[src/rtl/capture_pkg.sv]
// Shared definitions for the capture sequencer: state encoding,
// bus register map and CTRL register bit positions.
package capture_pkg;

    typedef enum logic [2:0] {
        ST_IDLE  = 3'd0,
        ST_PRE   = 3'd1,
        ST_ARMED = 3'd2,
        ST_POST  = 3'd3,
        ST_DONE  = 3'd4
    } cap_state_e;

    // Word addresses on the write-only system bus
    localparam int ADR_CTRL = 0;
    localparam int ADR_PRE  = 1;
    localparam int ADR_POST = 2;
    localparam int ADR_MASK = 3;

    // CTRL register strobe bits
    localparam int CTRL_ARM   = 0;
    localparam int CTRL_ABORT = 1;

endpackage

[src/rtl/str_reg.sv]
// One-entry registered stream stage carrying a sample plus trigger/last
// markers. Accepts a new beat whenever it is empty or being drained, so
// it sustains one beat per cycle; the held beat never changes while stalled.
module str_reg #(
    parameter int DW = 32
) (
    input  logic          clk,
    input  logic          rst,
    input  logic          load_i,
    input  logic [DW-1:0] data_i,
    input  logic          trig_i,
    input  logic          last_i,
    output logic          ready_o,
    input  logic          out_ready_i,
    output logic          valid_o,
    output logic [DW-1:0] data_o,
    output logic          trig_o,
    output logic          last_o
);

    logic          valid_q;
    logic [DW-1:0] data_q;
    logic          trig_q;
    logic          last_q;

    assign ready_o = ~valid_q | out_ready_i;

    // Load a new beat, or retire the held one once the consumer takes it
    always_ff @(posedge clk) begin
        if (rst) begin
            valid_q <= 1'b0;
            data_q  <= '0;
            trig_q  <= 1'b0;
            last_q  <= 1'b0;
        end else if (load_i) begin
            valid_q <= 1'b1;
            data_q  <= data_i;
            trig_q  <= trig_i;
            last_q  <= last_i;
        end else if (out_ready_i) begin
            valid_q <= 1'b0;
        end
    end

    assign valid_o = valid_q;
    assign data_o  = data_q;
    assign trig_o  = trig_q;
    assign last_o  = last_q;

endmodule

[src/rtl/capture_ctl.sv]
// Capture sequencer: gates the trigger block's output stream into sample
// storage. Pre-trigger fill, wait for a masked event, post-trigger count,
// then stop. Programmed through a small write-only register file.
module capture_ctl
    import capture_pkg::*;
#(
    parameter int BAW = 8,
    parameter int BDW = 32,
    parameter int SDW = 32,
    parameter int SEW = 32,
    parameter int CCW = 32
) (
    input  logic           clk,
    input  logic           rst,
    output logic           bus_wready,
    input  logic           bus_wvalid,
    input  logic [BAW-1:0] bus_waddr,
    input  logic [BDW-1:0] bus_wdata,
    output logic           sti_tready,
    input  logic           sti_tvalid,
    input  logic [SEW-1:0] sti_tevent,
    input  logic [SDW-1:0] sti_tdata,
    input  logic           sto_tready,
    output logic           sto_tvalid,
    output logic           sto_ttrig,
    output logic           sto_tlast,
    output logic [SDW-1:0] sto_tdata,
    output logic [2:0]     cap_state,
    output logic           cap_done
);

    // Programmed registers (bus-visible) and the copies a capture runs from
    logic [CCW-1:0] pre_q;
    logic [CCW-1:0] post_q;
    logic [SEW-1:0] mask_q;
    logic [CCW-1:0] post_s_q;
    logic [SEW-1:0] mask_s_q;

    cap_state_e     state_q;
    logic [CCW-1:0] cnt_q;
    logic           done_q;

    logic wr_ctrl;
    logic arm;
    logic abort;
    logic capturing;
    logic stage_ready;
    logic xfer;
    logic hit;
    logic beat_trig;
    logic beat_last;

    assign bus_wready = 1'b1;

    assign wr_ctrl = bus_wvalid && (bus_waddr == BAW'(ADR_CTRL));
    assign arm     = wr_ctrl && bus_wdata[CTRL_ARM];
    assign abort   = wr_ctrl && bus_wdata[CTRL_ABORT];

    assign capturing = (state_q == ST_PRE) || (state_q == ST_ARMED) || (state_q == ST_POST);

    // Outside a capture the trigger is never stalled; samples are simply dropped
    assign sti_tready = capturing ? stage_ready : 1'b1;

    // A sample arriving in the same cycle as ABORT is dropped with the capture
    assign xfer = sti_tvalid && sti_tready && capturing && !abort;
    assign hit  = |(sti_tevent & mask_s_q);

    // Register file writes; writes mid-capture only affect the next ARM
    always_ff @(posedge clk) begin
        if (rst) begin
            pre_q  <= '0;
            post_q <= '0;
            mask_q <= '0;
        end else if (bus_wvalid) begin
            if (bus_waddr == BAW'(ADR_PRE))  pre_q  <= bus_wdata[CCW-1:0];
            if (bus_waddr == BAW'(ADR_POST)) post_q <= bus_wdata[CCW-1:0];
            if (bus_waddr == BAW'(ADR_MASK)) mask_q <= bus_wdata[SEW-1:0];
        end
    end

    // Markers attached to the beat being forwarded this cycle
    always_comb begin
        beat_trig = 1'b0;
        beat_last = 1'b0;
        case (state_q)
            ST_ARMED: begin
                if (hit) begin
                    beat_trig = 1'b1;
                    beat_last = (post_s_q == '0);
                end
            end
            ST_POST:  beat_last = (cnt_q == CCW'(1));
            default: ;
        endcase
    end

    // Sequencer: state, down-counter, shadow copies and the done pulse
    always_ff @(posedge clk) begin
        if (rst) begin
            state_q  <= ST_IDLE;
            cnt_q    <= '0;
            post_s_q <= '0;
            mask_s_q <= '0;
            done_q   <= 1'b0;
        end else begin
            done_q <= 1'b0;
            if (abort) begin
                state_q <= ST_IDLE;
            end else begin
                case (state_q)
                    ST_IDLE, ST_DONE: begin
                        if (arm) begin
                            post_s_q <= post_q;
                            mask_s_q <= mask_q;
                            cnt_q    <= pre_q;
                            state_q  <= (pre_q == '0) ? ST_ARMED : ST_PRE;
                        end
                    end
                    ST_PRE: begin
                        if (xfer) begin
                            if (cnt_q != '0) cnt_q <= cnt_q - CCW'(1);
                            if (cnt_q == CCW'(1)) state_q <= ST_ARMED;
                        end
                    end
                    ST_ARMED: begin
                        if (xfer && hit) begin
                            if (post_s_q == '0) begin
                                state_q <= ST_DONE;
                                done_q  <= 1'b1;
                            end else begin
                                cnt_q   <= post_s_q;
                                state_q <= ST_POST;
                            end
                        end
                    end
                    ST_POST: begin
                        if (xfer) begin
                            if (cnt_q != '0) cnt_q <= cnt_q - CCW'(1);
                            if (cnt_q == CCW'(1)) begin
                                state_q <= ST_DONE;
                                done_q  <= 1'b1;
                            end
                        end
                    end
                    default: state_q <= ST_IDLE;
                endcase
            end
        end
    end

    str_reg #(
        .DW (SDW)
    ) u_out (
        .clk         (clk),
        .rst         (rst),
        .load_i      (xfer),
        .data_i      (sti_tdata),
        .trig_i      (beat_trig),
        .last_i      (beat_last),
        .ready_o     (stage_ready),
        .out_ready_i (sto_tready),
        .valid_o     (sto_tvalid),
        .data_o      (sto_tdata),
        .trig_o      (sto_ttrig),
        .last_o      (sto_tlast)
    );

    assign cap_state = state_q;
    assign cap_done  = done_q;

endmodule

[config.mk]
export PLATFORM = sky130hd
export DESIGN_NAME = capture_ctl
export DESIGN_NICKNAME = d
export VERILOG_FILES = /design/src/rtl/capture_pkg.sv /design/src/rtl/str_reg.sv /design/src/rtl/capture_ctl.sv
export SDC_FILE = /design/constraint.sdc
export NUM_CORES = 1
export LEC_CHECK = 0
export ABC_AREA = 1
export CORE_MARGIN = 3
export CORE_UTILIZATION = 45
export CTS_CLUSTER_SIZE = 20
export DETAILED_ROUTE_END_ITERATION = 8
export PLACE_DENSITY = 0.68
export SLEW_MARGIN = 30
export SYNTH_ARGS = -nofsm -noshare
export SYNTH_HDL_FRONTEND = slang
export SYNTH_SLANG_ARGS = --single-unit
[constraint.sdc]
create_clock -name clk -period 2.55 [get_ports clk]
set_clock_uncertainty 0.1 [all_clocks]
set_input_delay 0.255 -clock clk [delete_from_list [all_inputs] [get_ports clk]]
set_output_delay 0.255 -clock clk [all_outputs]
set_load 0.005 [all_outputs]
**Word level (Yosys, flattened, before mapping)**

Index checks and enable logic that the tools add are counted.

- Add/subtract/negate cells: 1
- $mul: 0
- Divide/modulo/power cells: 0
- Order comparisons: 0
- Equality and inequality tests: 17
- Shift operators: 0
- Mux-type cells: 27
- Bitwise gates (word level): 4
- Reduce and logical (&&, ||, !) cells: 27

Operator list:

| cell | number |
|---|---|
| 32-bit 2-to-1 mux | 5 |
| 32-bit case mux with 3 select lines | 1 |
| 32-bit logical NOT | 2 |
| 32-bit AND | 1 |
| 32-bit by 1-bit equality test with 1-bit output, second input constant | 1 |
| 32-bit nonzero test | 1 |
| 32-bit OR reduction | 1 |
| 32-bit by 1-bit subtractor with 32-bit output, second input constant | 1 |
| 3-bit 2-to-1 mux | 7 |
| 8-bit by 2-bit equality test with 1-bit output, second input constant | 2 |
| 3-bit case mux with 4 select lines | 1 |
| 1-bit 2-to-1 mux | 10 |
| 2-bit by 1-bit != test with 1-bit output, second input constant | 5 |
| 8-bit by 1-bit equality test with 1-bit output, second input constant | 1 |
| 8-bit logical NOT | 1 |
| 2-bit != test, second input constant | 4 |
| 1-bit logical AND | 7 |
| 7-bit AND reduction | 1 |
| 3-bit by 2-bit equality test with 1-bit output, second input constant | 2 |
| 2-bit AND reduction | 3 |
| 6-bit AND reduction | 1 |
| 2-bit OR reduction | 3 |
| 1-bit case mux with 2 select lines | 2 |
| 3-bit by 1-bit equality test with 1-bit output, second input constant | 1 |
| 10 further kinds | 12 |

- Bits in registers: 231
- Bits in latches: 0
- RAM bits: 0
- Bits in read-only memories: 0
- Bits of input ports: 109
- Logic and storage cells: 88
- Memories kept: 0

**Longest topological paths before layout**

Gate-level depths: netlist of the first run.

- Depth in word-level cells: 10
- Mapped depth: 14
- Mapped depth without buffers: 12

**Hierarchy**

A second synthesis of the first run with hierarchy kept.

- Cell total of the unflattened synthesis: 1,535
- Area total of the unflattened synthesis: 10,450.0 µm²

By module, submodules not included:

| module | instances | cells an instance | area each (µm²) | sequential area each (µm²) |
|---|---|---|---|---|
| capture_ctl | 1 | 1,384 | 9,228.9 | 3,923.8 |
| str_reg | 1 | 151 | 1,221.2 | 700.7 |

**Least setup slack after synthesis of the first run**

OpenSTA, ideal clock, no wires.

- Path type: register -> register
- From: register state_q[0], in the netlist cap_state[0]
- To: register cnt_q[11]
- Data arrival time: 1.617 ns
- Required time: 2.337 ns
- Slack: 0.720 ns
- Cell stages (with the launch flop): 14
- Cell sequence: dfxtp_1 > nor2_2 > inv_2 > nand2_2 > nor2_2 > nand2_2 > inv_2 > buf_6 > nand2_1 > nand2_1 > nand3_4 > buf_4 > nor2_1 > nor2_1

- Cells in the longest elaborated chain, start to end: 10
- Elaborated cells between the ends (all ways): 22
- Classes of those cells: 9 x eq/ne; 2 x mux; 11 x reduce/logical

Ends and longest elaborated chain:

| what | line | RTL |
|---|---|---|
| start, declared | capture_ctl.sv:39 | `cap_state_e state_q;` |
| start signal, assigned | capture_ctl.sv:116 | `state_q <= (pre_q == '0) ? ST_ARMED : ST_PRE;` |
| 3-bit by 1-bit equality test with 1-bit output or 3-bit by 2-bit equality test with 1-bit output (tied branches) | capture_ctl.sv:59, capture_ctl.sv:110 |  |
| 1-bit logical OR (2 in a row) | capture_ctl.sv:59 | `assign capturing = (state_q == ST_PRE) \|\| (state_q == ST_ARMED) \|\| (state_q == ST_POST);` |
| 1-bit 2-to-1 mux | capture_ctl.sv:62 | `assign sti_tready = capturing ? stage_ready : 1'b1;` |
| 1-bit logical AND (3 in a row) | capture_ctl.sv:65 | `assign xfer = sti_tvalid && sti_tready && capturing && !abort;` |
| 1-bit logical AND | capture_ctl.sv:126 | `if (xfer && hit) begin` |
| 2-bit by 1-bit != test with 1-bit output (no source line) | -- |  |
| 7-bit AND reduction (no source line) | -- |  |
| end signal, assigned | capture_ctl.sv:121 | `if (cnt_q != '0) cnt_q <= cnt_q - CCW'(1);` |
| end signal, assigned | capture_ctl.sv:131 | `cnt_q <= post_s_q;` |
| end signal, assigned | capture_ctl.sv:138 | `if (cnt_q != '0) cnt_q <= cnt_q - CCW'(1);` |
| end, declared | capture_ctl.sv:40 | `logic [CCW-1:0] cnt_q;` |

Several ways; a longest one is shown, not always the timed one.
A chain may end at the register's enable or synchronous reset.

**Worst setup path in the final report of the first run**

- From: register state_q[0], in the netlist cap_state[0]
- To: output port sti_tready

- Cells in the longest elaborated chain, start to end: 4
- Elaborated cells between the ends (all ways): 6
- Classes of those cells: 3 x eq/ne; 1 x mux; 2 x reduce/logical

Ends and longest elaborated chain:

| what | line | RTL |
|---|---|---|
| 3-bit by 1-bit equality test with 1-bit output or 3-bit by 2-bit equality test with 1-bit output (tied branches) | capture_ctl.sv:59 |  |
| 1-bit logical OR | capture_ctl.sv:59 |  |
| 1-bit logical OR (*) | capture_ctl.sv:59 |  |
| 1-bit 2-to-1 mux (*) | capture_ctl.sv:62 |  |
| end, declared | capture_ctl.sv:19 | `output logic sti_tready,` |

Mark *: on every way between the ends. The rest lies on a longest branch, timed or not.

==> results of run 1 <==
## worst max-delay path: stages, from the launching register on
cell	delay [ns]
dfxtp_1	0.37
nor2_2	0.20
inv_2	0.10
nand2_4	0.16
inv_1	0.10
nand3_1	0.07
clkdlybuf4s50_1	0.50
## metal layers
layer  global-route usage [%]  up-vias  part of all wire [%]
li1                         -     5074                     -
met1                     30.5     4382                    47
met2                     35.4      262                    45
met3                     4.44       47                   5.9
met4                     5.89        0                   2.2
met5                        0        -                     0
## flip-flops by register name (all words and copies together), names as in the netlist
name and cells:
post_q 32, cap_done 1, pre_q 32, u_out.data_o 32, u_out.last_o 1, u_out.valid_o 1
cap_state 3, mask_q 32, mask_s_q 32, cnt_q 32, u_out.trig_o 1, post_s_q 32
## cell families (layout without fill, tap and decap cells)
| logic type | after synthesis | in the layout | share of synthesized area, % |
|---|---|---|---|
| AO/OA/AOI/OAI | 323 | 323 | 16.8 |
| flip-flops | 231 | 231 | 45.8 |
| adder cells (fa/ha/maj) | 2 | 2 | 0.248 |
| AND/OR/NAND/NOR | 733 | 733 | 28.7 |
| buffers and inverters | 213 | 367 | 8.33 |
| other | 1 | 1 | 0.0372 |
## placed cells by master, fill, tap and decap left out, drive strengths merged
cell / synthesis / routed
nor4: 5 / 5
inv: 133 / 134
nor2: 412 / 412
o221ai: 7 / 7
clkdlybuf4s50: 0 / 148
or3: 1 / 1
nand4: 9 / 9
ha: 2 / 2
dfxtp: 231 / 231
buf: 13 / 36
nand3: 59 / 59
a21oi: 81 / 81
clkinv: 3 / 8
o211ai: 2 / 2
or2: 1 / 1
clkinvlp: 0 / 5
nand3b: 1 / 1
bufinv: 0 / 4
clkbuf: 64 / 32
conb: 1 / 1
nand2: 243 / 243
nor3: 2 / 2
a22oi: 19 / 19
o21ai: 214 / 214
## cell type report
class | instances | share of cell area (%)
Inverter | 136 | 3.98
Sequential cell | 231 | 35.8
Clock buffer | 32 | 5.68
Clock inverter | 15 | 1.54
Multi-Input combinational cell | 1059 | 35.9
Tap cell | 280 | 2.71
Timing Repair Buffer | 184 | 14.3
## power by group through the flow
stage               sequential, mW  combinational [mW]  clock [mW]
floorplan                     4.15                2.02           0
global placement              4.15                3.11           0
detailed placement            4.16                3.16           0
CTS                           4.08                3.18        4.02
global route                  4.12                3.60        4.18
finish                        4.09                3.19        3.96
## repair_timing
action	in CTS	in global routing
resized for setup	0	1
setup buffers	0	0
endpoints found under the setup margin	0	1
## per-stage QoR
stage               setup WS, ns  power [mW]  instance area, sq um  utilization (%)  hold slack (ns)
CTS                       0.0626        11.3                 12900             58.7            0.236
floorplan                  0.720        6.16                 10100                -            0.224
global route              0.0528        11.9                 12900             58.8            0.265
global placement          0.0934        7.27                 12000             54.5            0.333
detailed placement        0.0534        7.32                 12000             54.5            0.338
finish                     0.180        11.2                 12900             58.8            0.255
## final timing paths
| check | start | to | slack [ns] | depth (start not counted) |
|---|---|---|---|---|
| min | sti_tdata[29] | u_out.data_o[29] | 0.26 | 3 |
| max | cap_state[0] | sti_tready | 0.18 | 6 |
| max reg2reg | cap_state[0] | cnt_q[8] | 0.32 | 8 |
| min reg2reg | mask_s_q[18] | mask_s_q[18] | 0.34 | 2 |
==> impl_metrics.py, run 1 <==
metrics = {
    "logic_synthesis": {
        "yosysTopAreaCell": "dfxtp_1",
        "synth_cell_types": 28,
        "ys.flop_type": "dfxtp_1",
        "yosysTopAreaCellShare_pct": 45.8,
        "synthTopCellsByCount": "408 x nor2_1, 241 x nand2_1, 231 x dfxtp_1, 214 x o21ai_0, 129 x inv_1",
        "syn_area_sq_um": 10100,
        "syn_inst": 1503,
        "postSynthAreaPerCell_sq_um": 6.71,
        "synth_edf_count": 0,
        "ys_ff_latch": 231,
        "synth.most_common_cell": "nor2_1",
        "async_reset_ff_share_pct": 0,
        "synth_warnings": 0,
        "synth.area.top_cells": "dfxtp_1 46%, nor2_1 15%, o21ai_0 11%",
        "ys_seq_area_share_pct": 45.8,
        "synth_nets": 1614,
    },
    "timing": {
        "fin_tns_setup_ns": 0,
        "fmax_mhz": 422,
        "slew_viol_final": 0,
        "min_period_over_period_pct": 92.9,
        "max_slew_margin_pct": 65.3,
        "hold_viol_final": 0,
        "rsz0062_at_grt": "false",
        "final-setup-viol-count": 0,
        "final.min_clock_period_ns": 2.37,
        "tightest_slew_ns": 0.520,
    },
    "power": {
        "power.switching_mw": 3.64,
        "power_density_nw_per_um2": 871,
        "irDropWorstVdd_uv": 601,
        "power.leakage_nw": 5.39,
        "switching_share_pct": 32.4,
        "comb_power_share_pct": 28.4,
        "seqPwrFrac_pct": 36.4,
        "p_int_mw": 7.60,
        "clkPwrFrac_pct": 35.2,
    },
    "setup_path": {
        "critPathRequiredTime_ns": 2.19,
        "crit_path_end_kind": "primary output",
        "worstPathArrival_ns": 2.01,
        "critical_path_class": "reg -> out",
        "startpoint_type": "flop",
        "cp_max_fo": 14,
    },
    "finish": {
        "syn_to_final_growth_pct": 27.9,
        "multiInputGateArea_sq_um": 4630,
        "drive_above_1_share_pct": 5.85,
        "final_cells": 1937,
        "diodes": 0,
        "seq_area_sq_um": 4620,
        "nNetsFinal": 1749,
        "nFillCells": 2078,
    },
    "routing": {
        "drt_first_pass_iters": 5,
        "drc": 0,
        "vias_per_cell": 5.04,
        "drtIter0Drc": 696,
        "routed_wl_um": 27400,
        "antenna_left": 0,
        "wl_per_cell_um": 14.1,
        "num_vias": 9765,
    },
    "placement": {
        "dp_hpwl_um": 19800,
        "numPortBuffers": 148,
        "placed_cells": 1890,
        "gp_congestion": 0.908,
    },
    "cts": {
        "cts_root_buf": "clkbuf_16",
        "cts.htree.levels": 1,
        "cts_hold_buf": 0,
        "cts.sinks": 231,
        "tritoncts": "built",
        "cts_buffer_depth": 3,
        "insertion_delay_ns": 0.53,
        "clk_pin_slew_ns": 0.06,
        "cts_buffers": 26,
    },
    "hold_path": {
        "min_path_type": "in -> reg",
    },
    "die": {
        "die_h_um": 156,
        "coreArea_sq_um": 22000,
        "pin_count": 150,
        "rows": 54,
        "initial_utilization_pct": 45.9,
        "dieArea_sq_um": 24300,
        "die_w_um": 156,
    },
    "global_route": {
        "grt_pass1_vias": 8937,
        "grt_start_max_net_pins": 81,
        "grt.total_usage_pct": 22.1,
        "antenna_found_initial": 0,
        "grt_pass1_wl_um": 44600,
        "overflow": 0,
    },
    "status": {
        "status": "complete, no violations",
    },
    "job": {
        "cap_violations": 0,
    },
}
(Power assumes the default switching activity.)
==> run 2: changes to the inputs <==
--- a/config.mk
+++ b/config.mk
@@ -10,7 +10,7 @@
 export CORE_UTILIZATION = 45
 export CTS_CLUSTER_SIZE = 20
 export DETAILED_ROUTE_END_ITERATION = 8
-export PLACE_DENSITY = 0.68
+export PLACE_DENSITY_LB_ADDON = 0.08
 export SLEW_MARGIN = 30
 export SYNTH_ARGS = -nofsm -noshare
 export SYNTH_HDL_FRONTEND = slang
==> run 2 against run 1 <==
Via count is 1.2% lower; routed wire length is 1.3% higher; die area stayed put; sequential cell count stayed put; critical endpoint unchanged; largest power group unchanged.
==> impl_metrics.py, run 2 (synthesis gave the netlist of run 1 again) <==
metrics = {
    "setup_path": {
        "cpPeakStageDelay_ns": 0.52,
        "critical_path_class": "reg -> out",
        "crit_chain": "nor2_2 > inv_2 > nand2_2 > clkinvlp_4 > nand3_1 > clkdlybuf4s50_1",
        "crit_path_end_kind": "primary output",
        "startpoint_type": "flop",
        "slowest_stage": "clkdlybuf4s50_1",
        "cp_max_fo": 5,
        "critPathRequiredTime_ns": 2.19,
        "worstPathArrival_ns": 2.08,
    },
    "routing": {
        "drc": 0,
        "vias_per_cell": 5.00,
        "routed_wl_um": 27700,
        "drt_first_pass_iters": 5,
        "drtIter0Drc": 659,
        "num_vias": 9643,
        "antenna_left": 0,
        "wl_per_cell_um": 14.4,
    },
    "timing": {
        "slew_viol_final": 0,
        "fmax_mhz": 410,
        "tightest_slew_ns": 0.564,
        "final-setup-viol-count": 0,
        "fin_tns_setup_ns": 0,
        "final.min_clock_period_ns": 2.44,
        "hold_viol_final": 0,
        "worst_slack_ns": 0.111,
        "rsz0062_at_grt": "false",
        "max_slew_margin_pct": 62.4,
        "min_period_over_period_pct": 95.6,
    },
    "cts": {
        "insertion_delay_ns": 0.53,
        "clk_pin_slew_ns": 0.06,
        "cts_root_buf": "clkbuf_16",
        "cts.sinks": 231,
        "tritoncts": "built",
        "cts_buffers": 26,
        "cts.htree.levels": 1,
        "cts_buffer_depth": 3,
    },
    "finish": {
        "syn_to_final_growth_pct": 26.8,
        "post-route-util_pct": 58.3,
        "nNetsFinal": 1743,
        "final_cells": 1929,
        "multiInputGateArea_sq_um": 4630,
        "seq_area_sq_um": 4620,
        "nFillCells": 2159,
        "layout_commonest_cell": "nor2_1",
        "diodes": 0,
        "drive_above_1_share_pct": 5.22,
        "layout_common_cells": "408 x nor2_1, 241 x nand2_1, 231 x dfxtp_1",
    },
    "global_route": {
        "use_met1_pct": 28.4,
        "overflow": 0,
        "grt_pass1_vias": 9121,
        "use_met3_pct": 4.38,
        "grt_start_max_net_pins": 65,
        "grt.total_usage_pct": 22.3,
        "grtUsageMet2_pct": 38.2,
        "antenna_found_initial": 0,
        "busiest_layer": "met2",
        "grt_pass1_wl_um": 44800,
    },
    "die": {
        "pin_count": 150,
        "dieArea_sq_um": 24300,
        "die_h_um": 156,
        "coreArea_sq_um": 22000,
        "rows": 54,
        "die_w_um": 156,
        "initial_utilization_pct": 45.9,
    },
    "hold_path": {
        "min_path_type": "in -> reg",
    },
    "power": {
        "irDropWorstVdd_uv": 529,
        "seqPwrFrac_pct": 36.8,
        "switching_share_pct": 32.8,
        "power_density_nw_per_um2": 867,
        "p_int_mw": 7.46,
        "power.switching_mw": 3.64,
        "clkPwrFrac_pct": 34.5,
        "power.leakage_nw": 5.33,
        "comb_power_share_pct": 28.7,
    },
    "placement": {
        "placed_cells": 1883,
        "numPortBuffers": 148,
        "dp_slack_ns": 0.115,
        "dp_hpwl_um": 19900,
        "gp_congestion": 0.891,
    },
    "status": {
        "status": "complete, no violations",
    },
    "job": {
        "cap_violations": 0,
    },
}
run 2: through the flow:
step	hold WS (ns)	area, sq um	total power [mW]
6_report	0.242	12800	11.1
5_1_grt	0.245	12800	11.8
4_1_cts	0.227	12800	11.1
3_5_place_dp	0.335	11900	7.29
3_3_place_gp	0.334	11900	7.25
2_1_floorplan	0.224	10100	6.16
run 2: layout make-up:
type	count	share of cell area, %
inverter	136	4.04
sequential	231	36.1
tap	280	2.74
clock inverter	9	1.05
timing repair buffer	178	14.0
clock buffer	36	5.85
multi-input combinational	1059	36.2
run 2: power by group through the flow:
| stage | Combinational, mW | Clock, mW | Sequential (mW) |
|---|---|---|---|
| 4_1_cts | 3.15 | 3.90 | 4.09 |
| 6_report | 3.18 | 3.83 | 4.09 |
| 3_5_place_dp | 3.13 | 0 | 4.16 |
| 3_3_place_gp | 3.09 | 0 | 4.16 |
| 2_1_floorplan | 2.02 | 0 | 4.15 |
| 5_1_grt | 3.60 | 4.06 | 4.12 |
run 2: critical path, delay by kind of cell (launching register included):
kind                   cells  cell delay, ns
buffers and inverters      3            0.74
DFF                        1            0.36
and+or+nand+nor            3            0.45
run 2: timing repair:
| item | 4_1_cts | 5_1_grt |
|---|---|---|
| endpoints found under the setup margin | 0 | 1 |
| hold buffers | 0 | 0 |
| resized for setup | 0 | 1 |
| setup buffers | 0 | 1 |
| endpoints found under the hold margin | 0 | 0 |
run 2: path summary, 6_finish.rpt:
kind | end | slack (ns) | depth (start not counted) | startpoint
min | u_out.data_o[8] | 0.24 | 3 | sti_tdata[8]
max reg2reg | cnt_q[4] | 0.39 | 11 | cap_state[2]
max | sti_tready | 0.11 | 6 | cap_state[0]
min reg2reg | mask_s_q[15] | 0.34 | 2 | mask_s_q[15]
run 2: layer usage:
metal	share of wire [%]	wire length, um
met1	44	12300
met2	48	13300
met3	4.9	1370
met4	3.0	825
met5	0	0
==> run 3: changes to the inputs <==
--- a/config.mk
+++ b/config.mk
@@ -7,10 +7,10 @@
 export LEC_CHECK = 0
 export ABC_AREA = 1
 export CORE_MARGIN = 3
-export CORE_UTILIZATION = 45
+export CORE_UTILIZATION = 54
 export CTS_CLUSTER_SIZE = 20
 export DETAILED_ROUTE_END_ITERATION = 8
-export PLACE_DENSITY_LB_ADDON = 0.08
+export PLACE_DENSITY = 0.89
 export SLEW_MARGIN = 30
 export SYNTH_ARGS = -nofsm -noshare
 export SYNTH_HDL_FRONTEND = slang
==> run 3 against run 2 <==
Hold slack better by 0.024 ns; sequential share of layout area rose by 0.81 points; via count grew 5.5%; sequential power is essentially flat; non-clock buffer count decreased by 9; design area is 2.2% lower; power shrank 3.9%; first-iteration DRC count grew 73%; utilization rose by 11 points; sequential cell count unchanged; maximum frequency down 1.9%; final cell count shrank 3.4%; critical path type unchanged; critical endpoint unchanged; largest cell class unchanged.
==> impl_metrics.py, run 3 (synthesis gave the netlist of run 1 again) <==
metrics = {
    "global_route": {
        "overflow": 0,
        "antenna_found_initial": 1,
        "grt_pass1_vias": 9638,
        "grt_pass1_wl_um": 45700,
        "grt_start_max_net_pins": 69,
        "grt.total_usage_pct": 26.9,
    },
    "die": {
        "initial_utilization_pct": 55.6,
        "die_h_um": 143,
        "rows": 49,
        "pin_count": 150,
        "die_w_um": 143,
        "coreArea_sq_um": 18100,
        "dieArea_sq_um": 20400,
    },
    "setup_path": {
        "crit_chain": "nor2_2 > inv_2 > nand2_2 > inv_1 > nand3_1 > clkdlybuf4s50_1",
        "cp_max_fo": 7,
        "critPathRequiredTime_ns": 2.19,
        "startpoint_type": "flop",
        "cpPeakStageDelay_ns": 0.46,
        "critical_path_class": "reg -> out",
        "crit_path_end_kind": "primary output",
        "slowest_stage": "clkdlybuf4s50_1",
        "worstPathArrival_ns": 2.13,
    },
    "timing": {
        "max_slew_margin_pct": 46.8,
        "final.min_clock_period_ns": 2.49,
        "tightest_slew_ns": 0.794,
        "final-setup-viol-count": 0,
        "slew_viol_final": 0,
        "min_period_over_period_pct": 97.5,
        "hold_viol_final": 0,
        "fin_tns_setup_ns": 0,
        "fmax_mhz": 402,
        "rsz0062_at_grt": "false",
    },
    "cts": {
        "cts.htree.levels": 1,
        "insertion_delay_ns": 0.52,
        "cts_resized": 0,
        "tritoncts": "built",
        "clk_pin_slew_ns": 0.06,
        "cts.sinks": 231,
        "post-cts-setup-buffers": 0,
        "cts_hold_buf": 0,
        "cts_buffer_depth": 3,
        "cts_root_buf": "clkbuf_16",
        "cts_buffers": 24,
    },
    "hold_path": {
        "min_path_type": "in -> reg",
    },
    "routing": {
        "wl_per_cell_um": 15.2,
        "routed_wl_um": 28300,
        "drc": 0,
        "num_vias": 10200,
        "drtIter0Drc": 1143,
        "vias_per_cell": 5.46,
        "drt_first_pass_iters": 6,
        "antenna_left": 0,
    },
    "finish": {
        "final_area_sq_um": 12500,
        "layout_common_cells": "408 x nor2_1, 241 x nand2_1, 231 x dfxtp_1",
        "diodes": 0,
        "drive_above_1_share_pct": 4.28,
        "syn_to_final_growth_pct": 24.1,
        "post-route-util_pct": 69.0,
        "layout_commonest_cell": "nor2_1",
        "nNetsFinal": 1732,
    },
    "status": {
        "status": "complete, no violations",
    },
    "job": {
        "cap_violations": 0,
    },
    "power": {
        "power.leakage_nw": 5.23,
        "irDropWorstVdd_uv": 593,
        "power_density_nw_per_um2": 852,
    },
    "placement": {
        "numPortBuffers": 148,
        "dp_hpwl_um": 19400,
        "gp_congestion": 0.938,
        "place_area_sq_um": 11800,
    },
}
run 3: worst max-delay path, delay by kind of cell, from the launching register on:
family                 cells  cell delay, ns
buffers and inverters      3            0.88
DFF                        1            0.44
and+or+nand+nor            3            0.30
run 3: power by group:
| part | switching [mW] | internal (mW) |
|---|---|---|
| combinational | 1.99 | 1.19 |
| sequential | 0.200 | 3.89 |
| clock | 1.42 | 1.96 |
| total | 3.62 | 7.05 |
run 3: metrics by stage:
stage	hold slack (ns)	cells	setup slack, ns	total power [mW]
2_1_floorplan	0.224	1503	0.720	6.16
3_3_place_gp	0.333	1824	0.150	7.15
3_5_place_dp	0.340	1824	0.105	7.26
4_1_cts	0.256	1864	0.0620	10.6
5_1_grt	0.266	1864	0.0228	11.2
6_report	0.265	1864	0.0645	10.7
run 3: area by class of cell:
| cell class | count | area (sq um) |
|---|---|---|
| Fill cell | 1460 | 5630 |
| Multi-Input combinational cell | 1059 | 4630 |
| Sequential cell | 231 | 4620 |
| Timing Repair Buffer | 169 | 1700 |
| Clock buffer | 37 | 729 |
| Inverter | 136 | 513 |
| Tap cell | 229 | 287 |
| Clock inverter | 3 | 33.8 |
run 3: final timing paths:
check | start | endpoint | slack, ns | cells past startpoint
worst max register to register | cnt_q[0] | cnt_q[14] | 0.30 | 11
worst max-delay path | cap_state[0] | sti_tready | 0.06 | 6
worst min register to register | mask_s_q[3] | mask_s_q[3] | 0.35 | 2
worst min-delay path | sti_tdata[0] | u_out.data_o[0] | 0.27 | 3
run 3: routing by layer:
metal	global-route usage, %	vias up	part of all wire (%)
li1	-	5033	-
met3	4.45	62	7.3
met1	34.5	4674	41
met4	9.85	2	3.1
met5	0	-	0.042
met2	45.9	404	48
